`src/rtl/uart_byte_rx.sv`:
```
// uart_byte_rx: 8N1 UART byte receiver, 16x oversampling, 3-sample majority.
// Define UART_RX_PARITY_EN for 8E1 framing with a checked even-parity bit.
module uart_byte_rx #(
  parameter int CLK_FREQ  = 50000000,
  parameter int BAUD_RATE = 115200
) (
  input  logic       sys_clk,
  input  logic       reset_n,
  input  logic       rs232_rx,
  output logic [7:0] rx_data,
  output logic       rx_done,
  output logic       rx_state,
  output logic       frame_err,
  output logic       parity_err
);

  localparam int BAUD_DIV = CLK_FREQ / (BAUD_RATE * 16);
  localparam int TW = (BAUD_DIV > 1) ? $clog2(BAUD_DIV) : 1;
  localparam logic [TW-1:0] TICK_MAX = TW'(BAUD_DIV - 1);

  typedef enum logic [2:0] {
    IDLE,
    START,
    DATA,
    PARITY,
    STOP
  } state_t;

  state_t state_q;
  state_t state_d;

  logic          sync_q1;
  logic          sync_q2;
  logic          hist_q;
  logic          fall;
  logic [TW-1:0] tick_cnt;
  logic [3:0]    samp_cnt;
  logic [2:0]    bit_cnt;
  logic          s6_q;
  logic          s7_q;
  logic [7:0]    shift_q;
  logic          tick;
  logic          mid;
  logic          last;
  logic          maj;
  logic          done;

  // Two-flop synchroniser plus history flop for edge detection.
  always_ff @(posedge sys_clk or negedge reset_n) begin
    if (!reset_n) begin
      sync_q1 <= 1'b1;
      sync_q2 <= 1'b1;
      hist_q  <= 1'b1;
    end else begin
      sync_q1 <= rs232_rx;
      sync_q2 <= sync_q1;
      hist_q  <= sync_q2;
    end
  end

  assign fall = hist_q & ~sync_q2;

  assign tick = (state_q != IDLE) && (tick_cnt == TICK_MAX);
  assign mid  = tick && (samp_cnt == 4'd8);
  assign last = tick && (samp_cnt == 4'd15);

  // Samples 6 and 7 are stored; sample 8 is the live synced value.
  assign maj = (s6_q & s7_q) |
               (s6_q & sync_q2) |
               (s7_q & sync_q2);

  // State register.
  always_ff @(posedge sys_clk or negedge reset_n) begin
    if (!reset_n) begin
      state_q <= IDLE;
    end else begin
      state_q <= state_d;
    end
  end

  // Next-state decode; stop is accepted at mid-bit to leave room for resync.
  always_comb begin
    state_d = state_q;
    done    = 1'b0;
    unique case (state_q)
      IDLE: begin
        if (fall) begin
          state_d = START;
        end
      end
      START: begin
        if (mid && maj) begin
          state_d = IDLE;
        end else if (last) begin
          state_d = DATA;
        end
      end
      DATA: begin
        if (last && (bit_cnt == 3'd7)) begin
`ifdef UART_RX_PARITY_EN
          state_d = PARITY;
`else
          state_d = STOP;
`endif
        end
      end
`ifdef UART_RX_PARITY_EN
      PARITY: begin
        if (last) begin
          state_d = STOP;
        end
      end
`endif
      STOP: begin
        if (mid) begin
          state_d = IDLE;
          done    = 1'b1;
        end
      end
      default: state_d = IDLE;
    endcase
  end

  // Tick, sample and bit counters; all held at zero while idle.
  always_ff @(posedge sys_clk or negedge reset_n) begin
    if (!reset_n) begin
      tick_cnt <= '0;
      samp_cnt <= 4'd0;
      bit_cnt  <= 3'd0;
    end else if (state_q == IDLE || state_d == IDLE) begin
      tick_cnt <= '0;
      samp_cnt <= 4'd0;
      bit_cnt  <= 3'd0;
    end else begin
      if (tick) begin
        tick_cnt <= '0;
        samp_cnt <= samp_cnt + 4'd1;
      end else begin
        tick_cnt <= tick_cnt + TW'(1);
      end
      if (state_q == DATA && last) begin
        bit_cnt <= bit_cnt + 3'd1;
      end
    end
  end

  // Capture majority samples and shift data in LSB-first.
  always_ff @(posedge sys_clk or negedge reset_n) begin
    if (!reset_n) begin
      s6_q    <= 1'b1;
      s7_q    <= 1'b1;
      shift_q <= 8'h00;
    end else begin
      if (tick && samp_cnt == 4'd6) begin
        s6_q <= sync_q2;
      end
      if (tick && samp_cnt == 4'd7) begin
        s7_q <= sync_q2;
      end
      if (state_q == DATA && mid) begin
        shift_q <= {maj, shift_q[7:1]};
      end
    end
  end

  // Byte delivery, strobe and busy flag.
  always_ff @(posedge sys_clk or negedge reset_n) begin
    if (!reset_n) begin
      rx_data   <= 8'h00;
      rx_done   <= 1'b0;
      rx_state  <= 1'b0;
      frame_err <= 1'b0;
    end else begin
      rx_done  <= done;
      rx_state <= (state_d != IDLE);
      if (done) begin
        rx_data   <= shift_q;
        frame_err <= ~maj;
      end
    end
  end

`ifdef UART_RX_PARITY_EN
  logic par_q;

  // Parity bit capture and even-parity check at byte delivery.
  always_ff @(posedge sys_clk or negedge reset_n) begin
    if (!reset_n) begin
      par_q      <= 1'b0;
      parity_err <= 1'b0;
    end else begin
      if (state_q == PARITY && mid) begin
        par_q <= maj;
      end
      if (done) begin
        parity_err <= (^shift_q) ^ par_q;
      end
    end
  end
`else
  assign parity_err = 1'b0;
`endif

endmodule
```
`config.mk`:
```
export PLATFORM = sky130hd
export DESIGN_NAME = uart_byte_rx
export DESIGN_NICKNAME = d
export VERILOG_FILES = /design/src/rtl/uart_byte_rx.sv
export SDC_FILE = /design/constraint.sdc
export NUM_CORES = 1
export LEC_CHECK = 0
export ABC_AREA = 1
export ABC_CLOCK_PERIOD_IN_PS = 3200
export CAP_MARGIN = 0
export CORE_ASPECT_RATIO = 1.75
export CORE_MARGIN = 8
export CORE_UTILIZATION = 63
export CTS_BUF_LIST = sky130_fd_sc_hd__clkbuf_2
export DETAILED_ROUTE_END_ITERATION = 10
export PLACE_DENSITY = 0.91
export SLEW_MARGIN = 5
export SYNTH_ARGS = -nofsm -noshare
export SYNTH_HDL_FRONTEND = slang
export SYNTH_SLANG_ARGS = --single-unit
```
`constraint.sdc`:
```
create_clock -name sys_clk -period 3.2 [get_ports sys_clk]
set_input_delay 0.64 -clock sys_clk [delete_from_list [all_inputs] [get_ports sys_clk]]
set_output_delay 0.64 -clock sys_clk [all_outputs]
set_load 0.1 [all_outputs]
```
==> impl_metrics.ini <==
[placement]
portBuffers = 13
dp_hpwl_mm = 2.38
gp_congestion = 0.790
place_area_um2 = 1950

[finish]
mostFrequentLayoutCell = nand2_1
final_cell_mix = nand2_1 (37), dfrtp_1 (34), inv_1 (25)
antenna_cells = 0
areaGrowthSynthToFinish_pct = 7.73
nNetsFinal = 216
final_area_um2 = 1990
post-route-util = 0.694
drive_gt1_frac = 0.275

[timing]
min_period_ns = 1.84
clock_skew_ns = 0.0309
rsz0062_at_grt = false
maxSlewHeadroom = 0.454
fmax_mhz = 543
slew_violations = 0
final_hold_viol_count = 0
fin_crit_sh = 0.576
worstMarginPinSlew_ns = 0.819
setup_tns_ns = 0
setup_violations = 0

[synth]
syn-num-nets = 200
synth_cell_types = 28
synthXorXnorAreaFrac = 0.0285
muxShareOfSynthArea = 0.0108
syn-cell-area_um2 = 1850
synth_compound_area_frac = 0.0590
synth_top_area_share = 0.461
synth_top_area_cell = dfrtp_1
synthCells = 190
syn_avg_cell_area_um2 = 9.71
yosys.area_share.simple = 0.250
yosys.area_share.adder = 0.0475
synth_top_family_by_area = simple AND/OR/NAND/NOR gates
ys_warn_count = 0
yosysSeqAreaShare = 0.532
synth-seq-cells = 39
synth_area_leaders = dfrtp_1 (46%), nand2_1 (7.5%), dfstp_2 (7.1%)

[cts]
cts.clk_slew.worst_paths_ns = 0.20
clock_latency_ns = 0.40
root_buffer = clkbuf_2
ctsResizeCount = 0
cts_buffers = 5
cts.path.max_buffers = 2
cts_num_sinks = 39
htreeDepth = 2
ctsHoldBuffers = 0
cts_tree = done
post_cts_buffers = 0

[global_routing]
grt_overflow_total = 0
grt_util_met3 = 0.0406
gr-usage-met2 = 0.277
grt_pass1_wl_mm = 5.78
track_usage = 0.144
grtUsageMet1 = 0.134
busiest_layer = met2
grt_pass1_vias = 1339
antenna_found_initial = 0
grt_max_degree = 40

[critical_path]
r2r_cells = 11
crit_required_ns = 3.48
end_kind = flip-flop
ff2ff_setup_slack_ns = 1.36
critPathArrivalTime_ns = 2.12
r2r-end = bit_cnt[0]
crit_type = flip-flop to flip-flop
path_max_fanout = 12
rr_startpoint = tick_cnt[0]
cp-start-kind = flip-flop

[job]
cap_violations = 0

[floorplanning]
ios = 15
initial_core_util = 0.645
dieHeight_um = 87.6
die_area_um2 = 4990
die_x_um = 56.9
core.rowCount = 26
core-area_um2 = 2860

[power]
totalPowerFinal_uw = 928
power_leakage_nw = 1.01
ir_drop_v = 0.000366
powerDensity_nw_per_um2 = 467

[routing]
dr.pass1.iters = 4
viasPerCell = 5.26
drt_iter0_drc = 27
wirelength_mm = 3.18
routed-via-count = 1237
ant_nets = 0
drc = 0
avgRoutedWirePerCell_um = 13.5

[hold_path]
hold_class = input port to asynchronous set/reset pin

[outcome]
status = completed
per-stage QoR:
stage	std cells	hold slack (ns)	setup slack [ns]
floorplan	190	0.344	1.58
global placement	227	0.347	1.46
detailed placement	227	0.347	1.37
CTS	235	0.324	1.35
global route	235	0.353	1.21
finish	235	0.300	1.36
power by group:
| group | switching, mW | leakage (nW) | internal, mW |
|---|---|---|---|
| clock | 0.153 | 0.0304 | 0.0537 |
| combinational | 0.111 | 0.462 | 0.0595 |
| sequential | 0.0271 | 0.515 | 0.524 |
sequential cells by signal, indices dropped and copies added, names as in the netlist, 3 cells and up:
| signal | count |
|---|---|
| samp_cnt | 4 |
| shift_q | 8 |
| rx_data | 8 |
| bit_cnt | 3 |
| state_q | 3 |
| tick_cnt | 5 |
synth_stat cells, drive strengths merged:
cell type / instances
a21oi: 1
buf: 4
conb: 1
dfrtp: 34
dfstp: 5
ha: 7
inv: 26
mux2i: 2
nand2: 45
nand3: 5
nand4: 4
nor2: 25
nor3: 1
o21ai: 20
or2: 4
xor2: 6
worst max-delay path by stage:
stage           startpoint    endpoint  slack, ns  cells past startpoint
2_1_floorplan  tick_cnt[0]  bit_cnt[2]       1.58                     12
3_5_place_dp   tick_cnt[0]  bit_cnt[0]       1.37                     11
6_report       tick_cnt[0]  bit_cnt[0]       1.36                     11
4_1_cts        tick_cnt[0]  bit_cnt[0]       1.35                     11
5_1_grt        tick_cnt[0]  bit_cnt[0]       1.21                     11
3_3_place_gp   tick_cnt[0]  bit_cnt[1]       1.46                     11
worst max-delay path, stage by stage, from the launching register on:
cell     delay [ns]
dfrtp_1        0.43
inv_1          0.08
ha_1           0.16
nand2_2        0.09
nor2_8         0.17
nand3_2        0.12
nor2_1         0.11
nor2_1         0.06
nor2_2         0.11
nand2_2        0.08
nand2_2        0.26
nor2_1         0.08
metal layers:
metal | up-vias | wire length (µm)
met5 | - | 0
met2 | 16 | 1860
met3 | 6 | 128
li1 | 615 | -
met4 | 0 | 61
met1 | 600 | 1130
kinds of logic after synthesis:
| kind of cell | Yosys count |
|---|---|
| other cells | 1 |
| simple gates | 84 |
| xor+xnor | 6 |
| flops | 39 |
| compound gates | 21 |
| fa+ha+maj | 7 |
| mux | 2 |
| buf+inv | 30 |
cell type report:
class / count / area (µm²)
flip-flops and latches: 39 / 982
fillers: 227 / 875
multi-input cells: 121 / 734
repair buffers: 13 / 97.6
well taps: 28 / 35.0
clock buffers: 6 / 30.0
clock inverters: 2 / 8.76
inverters: 26 / 100
Power figures use the tool's default switching activity.
